`src/rtl/fetch_if.sv`:
```
// Instruction-fetch bundle: memory request/response, redirect input and decoder-facing outputs.
interface fetch_if;
  logic        imem_req;
  logic [15:0] imem_addr;
  logic        imem_rvalid;
  logic [15:0] imem_rdata;
  logic        redirect;
  logic [15:0] redirect_pc;
  logic        inst_valid;
  logic [15:0] inst;
  logic [15:0] inst_pc;
  logic [15:0] pc_plus2;
  logic        inst_ready;
  logic        halted;

  modport master (
    output imem_req, imem_addr, inst_valid, inst, inst_pc, pc_plus2, halted,
    input  imem_rvalid, imem_rdata, redirect, redirect_pc, inst_ready
  );

  modport slave (
    input  imem_req, imem_addr, inst_valid, inst, inst_pc, pc_plus2, halted,
    output imem_rvalid, imem_rdata, redirect, redirect_pc, inst_ready
  );
endinterface

```
`src/rtl/fetch_unit.sv`:
```
// Single-outstanding instruction fetch FSM with redirect handling and HALT detection.
// One request in flight at a time; a redirect while it is in flight marks its response for discard.
module fetch_unit #(
  parameter logic [15:0] RESET_PC = 16'h0000
) (
  input logic     clk,
  input logic     rst_n,
  fetch_if.master bus
);

  typedef enum logic [2:0] {S_IDLE, S_ISSUE, S_WAIT, S_OUT, S_HALT} state_t;

  localparam logic [15:0] NOP_INST = 16'h0800;

  state_t      state, state_d;
  logic [15:0] pc, pc_d;
  logic        drop, drop_d;
  logic [15:0] inst_p1, inst_d;
  logic [15:0] inst_pc_p1, inst_pc_d;

  function automatic logic [15:0] pc_inc(input logic [15:0] a);
    return a + 16'd2;
  endfunction

  always_ff @(posedge clk or negedge rst_n) begin
    if (!rst_n) begin
      state      <= S_IDLE;
      pc         <= RESET_PC;
      drop       <= 1'b0;
      inst_p1    <= NOP_INST;
      inst_pc_p1 <= 16'h0000;
    end else begin
      state      <= state_d;
      pc         <= pc_d;
      drop       <= drop_d;
      inst_p1    <= inst_d;
      inst_pc_p1 <= inst_pc_d;
    end
  end

  always_comb begin
    state_d   = state;
    pc_d      = pc;
    drop_d    = drop;
    inst_d    = inst_p1;
    inst_pc_d = inst_pc_p1;
    unique case (state)
      S_IDLE: begin
        state_d = S_ISSUE;
        if (bus.redirect) pc_d = bus.redirect_pc;
      end
      S_ISSUE: begin
        state_d = S_WAIT;
        if (bus.redirect) begin
          pc_d   = bus.redirect_pc;
          drop_d = 1'b1;
        end
      end
      S_WAIT: begin
        if (bus.imem_rvalid) begin
          // A stale or just-redirected response is thrown away and fetch restarts at pc.
          if (drop || bus.redirect) begin
            drop_d  = 1'b0;
            state_d = S_ISSUE;
            if (bus.redirect) pc_d = bus.redirect_pc;
          end else begin
            inst_d    = bus.imem_rdata;
            inst_pc_d = pc;
            pc_d      = pc_inc(pc);
            state_d   = S_OUT;
          end
        end else if (bus.redirect) begin
          pc_d   = bus.redirect_pc;
          drop_d = 1'b1;
        end
      end
      S_OUT: begin
        if (bus.redirect) begin
          pc_d    = bus.redirect_pc;
          state_d = S_ISSUE;
        end else if (bus.inst_ready) begin
          state_d = (inst_p1[15:11] == 5'b00000) ? S_HALT : S_ISSUE;
        end
      end
      S_HALT: state_d = S_HALT;
      default: state_d = S_IDLE;
    endcase
  end

  assign bus.imem_req   = (state == S_ISSUE);
  assign bus.imem_addr  = pc;
  assign bus.inst_valid = (state == S_OUT);
  assign bus.halted     = (state == S_HALT);
  assign bus.inst       = inst_p1;
  assign bus.inst_pc    = inst_pc_p1;
  assign bus.pc_plus2   = pc_inc(inst_pc_p1);

endmodule

```
`src/flat_wrapper.sv`:
```
// flat-port wrapper written by rule: the top's interface ports become plain ports
module fetch_unit_flat 
#(
  parameter logic [15:0] RESET_PC = 16'h0000
)
  (clk, rst_n, bus_imem_req, bus_imem_addr, bus_inst_valid, bus_inst, bus_inst_pc, bus_pc_plus2, bus_halted, bus_imem_rvalid, bus_imem_rdata, bus_redirect, bus_redirect_pc, bus_inst_ready);
  fetch_if bus_i ();
  input logic clk;
  input logic rst_n;
  output wire logic [$bits(bus_i.imem_req)-1:0] bus_imem_req;
  output wire logic [$bits(bus_i.imem_addr)-1:0] bus_imem_addr;
  output wire logic [$bits(bus_i.inst_valid)-1:0] bus_inst_valid;
  output wire logic [$bits(bus_i.inst)-1:0] bus_inst;
  output wire logic [$bits(bus_i.inst_pc)-1:0] bus_inst_pc;
  output wire logic [$bits(bus_i.pc_plus2)-1:0] bus_pc_plus2;
  output wire logic [$bits(bus_i.halted)-1:0] bus_halted;
  input wire logic [$bits(bus_i.imem_rvalid)-1:0] bus_imem_rvalid;
  input wire logic [$bits(bus_i.imem_rdata)-1:0] bus_imem_rdata;
  input wire logic [$bits(bus_i.redirect)-1:0] bus_redirect;
  input wire logic [$bits(bus_i.redirect_pc)-1:0] bus_redirect_pc;
  input wire logic [$bits(bus_i.inst_ready)-1:0] bus_inst_ready;
  assign bus_imem_req = bus_i.imem_req;
  assign bus_imem_addr = bus_i.imem_addr;
  assign bus_inst_valid = bus_i.inst_valid;
  assign bus_inst = bus_i.inst;
  assign bus_inst_pc = bus_i.inst_pc;
  assign bus_pc_plus2 = bus_i.pc_plus2;
  assign bus_halted = bus_i.halted;
  assign bus_i.imem_rvalid = bus_imem_rvalid;
  assign bus_i.imem_rdata = bus_imem_rdata;
  assign bus_i.redirect = bus_redirect;
  assign bus_i.redirect_pc = bus_redirect_pc;
  assign bus_i.inst_ready = bus_inst_ready;
  fetch_unit #(.RESET_PC(RESET_PC)) u_core (.clk(clk), .rst_n(rst_n), .bus(bus_i));
endmodule
```
`config.mk`:
```
export PLATFORM = sky130hd
export DESIGN_NAME = fetch_unit_flat
export DESIGN_NICKNAME = d
export VERILOG_FILES = /design/src/rtl/fetch_if.sv /design/src/rtl/fetch_unit.sv /design/src/flat_wrapper.sv
export SDC_FILE = /design/constraint.sdc
export NUM_CORES = 1
export LEC_CHECK = 0
export ABC_AREA = 0
export CAP_MARGIN = 10
export CORE_UTILIZATION = 44
export DETAILED_ROUTE_END_ITERATION = 10
export PLACE_DENSITY = 0.86
export SLEW_MARGIN = 20
export SYNTH_ARGS = -nofsm -noshare
export SYNTH_HDL_FRONTEND = slang
export SYNTH_SLANG_ARGS = --single-unit
export TNS_END_PERCENT = 20
```
`constraint.sdc`:
```
create_clock -name clk -period 2.1 [get_ports clk]
set_input_delay 0.525 -clock clk [delete_from_list [all_inputs] [get_ports clk]]
set_output_delay 0.525 -clock clk [all_outputs]
set_load 0.05 [all_outputs]
```
==> results.sh, run 1 <==
export IMPL_cp_common_cell="buf_6"
export IMPL_finalSetupViolations=9
export IMPL_violations="setup timing"
export IMPL_synth_edff_count=0
export IMPL_max_freq_mhz=440.6
export IMPL_yosysSeqAreaShare=0.4858
export IMPL_crit_slowest_cell="dfrtp_2"
export IMPL_finalCriticalPeriod_ns=2.269
export IMPL_crit_fanout=4
export IMPL_arrival_ns=1.74
export IMPL_p_leak_nw=2.206
export IMPL_top_layer="met4"
export IMPL_antenna_found_initial=0
export IMPL_dr_pass1_iters=4
export IMPL_post_route_drc_count=0
export IMPL_routed_via_density=5.449
export IMPL_yosys_top_cells_count="nand2_1 (107), dfrtp_1 (51), o21ai_0 (14), clkbuf_1 (12), nand3_1 (12)"
export IMPL_layout_setup_ws_ns=-0.1694
export IMPL_synthCells=315
export IMPL_power_switching_mw=3.451
export IMPL_cp_cell_sequence="ha_4 -> nand2_4 -> nor3_4 -> buf_6 -> buf_6 -> xor2_4 -> buf_12"
export IMPL_clk_latency_ns=0.31
export IMPL_routed_via_count=2888
export IMPL_tightest_slew_ns=0.5703
export IMPL_ctsHoldBuffers=0
export IMPL_core_mm2=0.005886
export IMPL_cts_buffers=5
export IMPL_p_sw_frac=0.5055
export IMPL_netlist_cell_type_count=47
export IMPL_status="finished, violations left"
export IMPL_die_w_um=80.07
export IMPL_yosys_warnings=0
export IMPL_synth_area_leader_cell="dfrtp_1"
export IMPL_regArea_mm2=0.001316
export IMPL_clockBufferDepth=2
export IMPL_grt_max_degree=53
export IMPL_ir_worst_vdd_uv=1634
export IMPL_syn_nets=354
export IMPL_portBuffers=103
export IMPL_fp_dieH_um=80.07
export IMPL_grt_total_usage=0.2703
export IMPL_power_density_mw_per_mm2=1489
export IMPL_clock_sinks=52
export IMPL_ys_top_cells_by_area="dfrtp_1 (48%), nand2_1 (15%), o21ai_0 (2.6%)"
export IMPL_met2_length_mm=4.365
export IMPL_critPathKind="reg -> out"
export IMPL_syn_cell_area_mm2=0.002681
export IMPL_cap_violations=0
export IMPL_cts_tree="done"
export IMPL_drive_above_1_share=0.3099
export IMPL_hold_violations=0
export IMPL_drtAntennaViolNets=0
export IMPL_critPathCaptureType="output pin"
export IMPL_fin_hold_ws_ns=0.1926
export IMPL_report_power_total_mw=6.827
export IMPL_max_slew_margin=0.6169
export IMPL_wl_mm=8.651
export IMPL_drtIter0Drc=271
export IMPL_power_internal_mw=3.376
export IMPL_p_seq_frac=0.269
export IMPL_required_ns=1.57
export IMPL_dp_cells=504
export IMPL_fillers=380
export IMPL_synth_most_common_cell="nand2_1"
export IMPL_power_frac_comb=0.644
export IMPL_drv_slew=0
export IMPL_wl_per_cell_um=16.32
export IMPL_place_congestion=0.8980
export IMPL_skew_ns=0.005144
export IMPL_n_antenna_cell=0
export IMPL_startpoint_type="flop"
export IMPL_htree_levels=2
export IMPL_ys_ff_latch=52
export IMPL_wl_met1_mm=3.628
export IMPL_synth_top_area_frac=0.4760
export IMPL_die_area_mm2=0.006410
export IMPL_cpPeakStageDelay_ns=0.45
export IMPL_dp_hpwl_mm=5.630
export IMPL_grt_pass1_vias=2650
export IMPL_multi_input_area_mm2=0.001545
export IMPL_synth_avg_cell_area_um2=8.512
export IMPL_rsz0062_at_grt="yes"
export IMPL_num_rows=28
export IMPL_final_cells=530
export IMPL_min_path_type="in -> async"
export IMPL_cts_root_buf="clkbuf_8"
export IMPL_syn2layout_area_growth_pct=71.02
export IMPL_post_route_period_util=1.081
export IMPL_start_util=0.4556
export IMPL_pwr_share_clk=0.088
export IMPL_wl_met3_um=445
export IMPL_postLayoutCoreUtil=0.7791
export IMPL_cts_clk_slew_worst_paths_ns=0.09
export IMPL_nets=493
export IMPL_overflow=0
export IMPL_synth_flop_cell="dfrtp_1"
export IMPL_synth_async_reset_ratio=1.000
export IMPL_pin_count=104
export IMPL_grt_pass1_wl_mm=13.19
[logic make-up after synthesis]
group / Yosys count / synth area share
DFF: 52 / 0.4858
and+or+nand+nor: 162 / 0.2725
xor gates and xnor gates: 13 / 0.04246
buffers and inverters: 27 / 0.04060
AOI/OAI and AO/OA: 59 / 0.1493
adders and majority gates: 2 / 0.009331
[final timing paths]
path / to / cells after the start / slack, ns / from
worst max-delay path: bus_pc_plus2[9] / 7 / -0.17 / u_core.bus.inst_pc[1]$_DFFE_PN0P_
worst min-delay path: u_core.bus.inst[7]$_DFFE_PN0P_ / 2 / 0.19 / rst_n
worst max register to register: u_core.bus.imem_addr[15]$_DFFE_PN0P_ / 4 / 0.21 / u_core.bus.imem_addr[7]$_DFFE_PN0P_
worst min register to register: u_core.bus.inst[5]$_DFFE_PN0P_ / 2 / 0.49 / u_core.bus.inst[5]$_DFFE_PN0P_
max in group asynchronous: u_core.bus.inst[11]$_DFFE_PN1P_ / 2 / 1.62 / rst_n
min in group clk: u_core.bus.inst[5]$_DFFE_PN0P_ / 2 / 0.49 / u_core.bus.inst[5]$_DFFE_PN0P_
[routing by layer]
metal,vias to the layer above,track usage
met2,121,0.4462
li1,1359,-
met3,24,0.03750
met1,1384,0.3626
met4,0,0.09821
met5,-,0
[metrics by stage]
step | TNS [ns] | instance area, um2 | worst slack (ns)
2_1_floorplan | -1.279 | 2835 | -0.1576
3_3_place_gp | -0.3386 | 4213 | -0.09865
3_5_place_dp | -0.9139 | 4213 | -0.1694
4_1_cts | -0.6160 | 4464 | -0.1185
5_1_grt | -1.522 | 4586 | -0.2202
6_report | -0.9392 | 4586 | -0.1694
[power groups by stage]
stage / Combinational, mW / Sequential (mW) / Clock (mW)
2_1_floorplan: 1.39 / 2.89 / 0
3_3_place_gp: 4.06 / 1.81 / 0
3_5_place_dp: 4.11 / 1.83 / 0
4_1_cts: 4.28 / 1.78 / 0.605
5_1_grt: 4.60 / 1.88 / 0.644
6_report: 4.39 / 1.84 / 0.598
[layout make-up]
cell class | instances | area share
sequential | 52 | 0.2870
tap | 75 | 0.02046
inverter | 11 | 0.009004
clock buffer | 7 | 0.01883
clock inverter | 1 | 0.001637
timing repair buffer | 148 | 0.3261
multi-input combinational | 236 | 0.3370
[state kept, by name, indices dropped and copies added (netlist names)]
signal / flops
u_core.drop: 1
u_core.bus.imem_addr: 16
u_core.state: 3
u_core.bus.inst: 16
u_core.bus.inst_pc: 16
[layout by cell type, fill, tap and decap left out, drive strengths merged, types with 3 or more instances in the layout]
master,instances
nand3,12
xnor2,7
buf,89
o22ai,3
clkbuf,7
clkdlybuf4s50,55
nor3b,3
inv,11
dfrtp,51
or4,3
nand4,3
o311ai,4
nor3,7
and3,9
nor2,9
xor2,6
a22oi,7
nand2,107
a32oi,3
a21oi,9
o21ai,15
[what timing repair did]
action	4_1_cts	5_1_grt
resized for setup	13	19
setup endpoints to repair	10	16
pin swaps	11	6
setup buffers	13	5
[critical path, delay by kind of cell, from the launching register on]
kind / cells / cell delay (ns)
xor+xnor: 1 / 0.19
fa+ha+maj: 1 / 0.17
buf+inv: 3 / 0.44
flops: 1 / 0.45
simple gates: 2 / 0.19
No activity file was read; power rests on OpenSTA's default activity.
==> inputs of run 2 (changes only) <==
--- a/config.mk
+++ b/config.mk
@@ -7,9 +7,10 @@
 export LEC_CHECK = 0
 export ABC_AREA = 0
 export CAP_MARGIN = 10
-export CORE_UTILIZATION = 44
+export CORE_MARGIN = 4
+export CORE_UTILIZATION = 40
 export DETAILED_ROUTE_END_ITERATION = 10
-export PLACE_DENSITY = 0.86
+export PLACE_DENSITY = 0.8
 export SLEW_MARGIN = 20
 export SYNTH_ARGS = -nofsm -noshare
 export SYNTH_HDL_FRONTEND = slang
==> results.sh, run 2 (synthesized netlist as in run 1, its figures left out) <==
export IMPL_crit_fanout=4
export IMPL_startpoint_type="flop"
export IMPL_ctsHoldBuffers=0
export IMPL_grt_pass1_wl_mm=13.59
export IMPL_htree_levels=2
export IMPL_cap_violations=0
export IMPL_dpl_instance_area_mm2=0.004273
export IMPL_fin_hold_ws_ns=0.1851
export IMPL_wl_per_cell_um=15.92
export IMPL_finalSetupViolations=9
export IMPL_finalCriticalPeriod_ns=2.286
export IMPL_grt_total_usage=0.2046
export IMPL_grt_max_degree=53
export IMPL_cts_buffers=5
export IMPL_grt_pass1_vias=2671
export IMPL_start_util=0.4175
export IMPL_die_area_mm2=0.008078
export IMPL_rsz0062_at_grt="yes"
export IMPL_final_common_cell="nand2_1"
export IMPL_postLayoutCoreUtil=0.6976
export IMPL_hold_violations=0
export IMPL_critPathKind="reg -> out"
export IMPL_min_path_type="in -> async"
export IMPL_cts_root_buf="clkbuf_8"
export IMPL_wl_mm=8.408
export IMPL_max_freq_mhz=437.4
export IMPL_r2r_slack_ns=0.24
export IMPL_layout_common_cells="nand2_1 (106), buf_4 (67), clkdlybuf4s50_1 (53)"
export IMPL_syn2layout_area_growth_pct=67.10
export IMPL_fp_dieH_um=89.88
export IMPL_clockBufferDepth=2
export IMPL_clk_latency_ns=0.31
export IMPL_overflow=0
export IMPL_cp_cell_sequence="ha_4 -> nand2_4 -> nor3_4 -> and3_4 -> xor2_4 -> buf_12"
export IMPL_critPathCaptureType="output pin"
export IMPL_tightest_slew_ns=0.5126
export IMPL_arrival_ns=1.76
export IMPL_ir_worst_vdd_uv=714.6
export IMPL_routed_via_count=2834
export IMPL_routed_via_density=5.367
export IMPL_cpPeakStageDelay_ns=0.42
export IMPL_drtIter0Drc=172
export IMPL_crit_slowest_cell="dfrtp_2"
export IMPL_required_ns=1.57
export IMPL_num_rows=29
export IMPL_post_route_drc_count=0
export IMPL_drive_above_1_share=0.2949
export IMPL_power_density_mw_per_mm2=1519
export IMPL_r2r_cells=5
export IMPL_cts_clk_slew_worst_paths_ns=0.09
export IMPL_dp_hpwl_mm=6.447
export IMPL_portBuffers=103
export IMPL_p_leak_nw=2.142
export IMPL_core_mm2=0.006422
export IMPL_die_w_um=89.88
export IMPL_antenna_found_initial=0
export IMPL_pin_count=104
export IMPL_pre_cts_ws_ns=-0.06851
export IMPL_violations="setup timing"
export IMPL_clock_sinks=52
export IMPL_skew_ns=0.004174
export IMPL_layout_setup_ws_ns=-0.1862
export IMPL_cts_tree="done"
export IMPL_n_antenna_cell=0
export IMPL_dr_pass1_iters=4
export IMPL_nets=489
export IMPL_final_design_area_no_fill_mm2=0.004481
export IMPL_status="finished, violations left"
export IMPL_place_congestion=0.8683
export IMPL_max_slew_margin=0.6572
export IMPL_post_route_period_util=1.089
export IMPL_drtAntennaViolNets=0
export IMPL_drv_slew=0
[run 2: worst paths after layout]
kind / from / endpoint
worst max-delay path: u_core.bus.inst_pc[1]$_DFFE_PN0P_ / bus_pc_plus2[11]
worst min-delay path: rst_n / u_core.bus.imem_addr[3]$_DFFE_PN0P_
worst max register to register: u_core.bus.imem_addr[1]$_DFFE_PN0P_ / u_core.bus.imem_addr[15]$_DFFE_PN0P_
worst min register to register: u_core.bus.inst[11]$_DFFE_PN1P_ / u_core.bus.inst[11]$_DFFE_PN1P_
max in group asynchronous: rst_n / u_core.bus.inst[11]$_DFFE_PN1P_
min in group clk: u_core.bus.inst[11]$_DFFE_PN1P_ / u_core.bus.inst[11]$_DFFE_PN1P_
[run 2: repair_timing]
| action | 4_1_cts | 5_1_grt |
|---|---|---|
| buffers inserted | 4 | 4 |
| pin swaps | 4 | 2 |
| endpoints found under the setup margin | 9 | 12 |
| resized for setup | 3 | 4 |
[run 2: critical path, delay by kind of cell, from the launching register on]
kind,cells,cell delay (ns)
adders and majority gates,1,0.16
DFF,1,0.42
xor gates and xnor gates,1,0.16
buffers and inverters,1,0.15
and+or+nand+nor,3,0.55
[run 2: cell type report]
class | count | area [um2]
Inverter | 11 | 41.29
Clock buffer | 6 | 82.58
Tap cell | 77 | 96.34
Fill cell | 480 | 1942
Multi-Input combinational cell | 236 | 1433
Clock inverter | 2 | 38.79
Sequential cell | 52 | 1316
Timing Repair Buffer | 144 | 1473
[run 2: metrics by stage]
stage	std cells	TNS [ns]	total power [mW]
after global placement	512	-0.05153	5.936
after global routing	528	-1.692	7.125
after floorplan	315	-1.279	4.281
after CTS	524	-1.045	6.767
after detailed placement	512	-0.5764	6.007
final	528	-1.117	6.804
[run 2: layer usage]
layer	routed length, um	global-route usage	up-vias
li1	-	-	1359
met2	4330	0.3459	110
met1	3472	0.2705	1350
met3	451	0.02838	15
met5	0	0	-
met4	155	0.07015	0
[run 2: power breakdown]
part	internal (mW)	total, mW	switching [mW]
combinational	1.67	4.30	2.63
sequential	1.37	1.77	0.399
clock	0.390	0.733	0.342
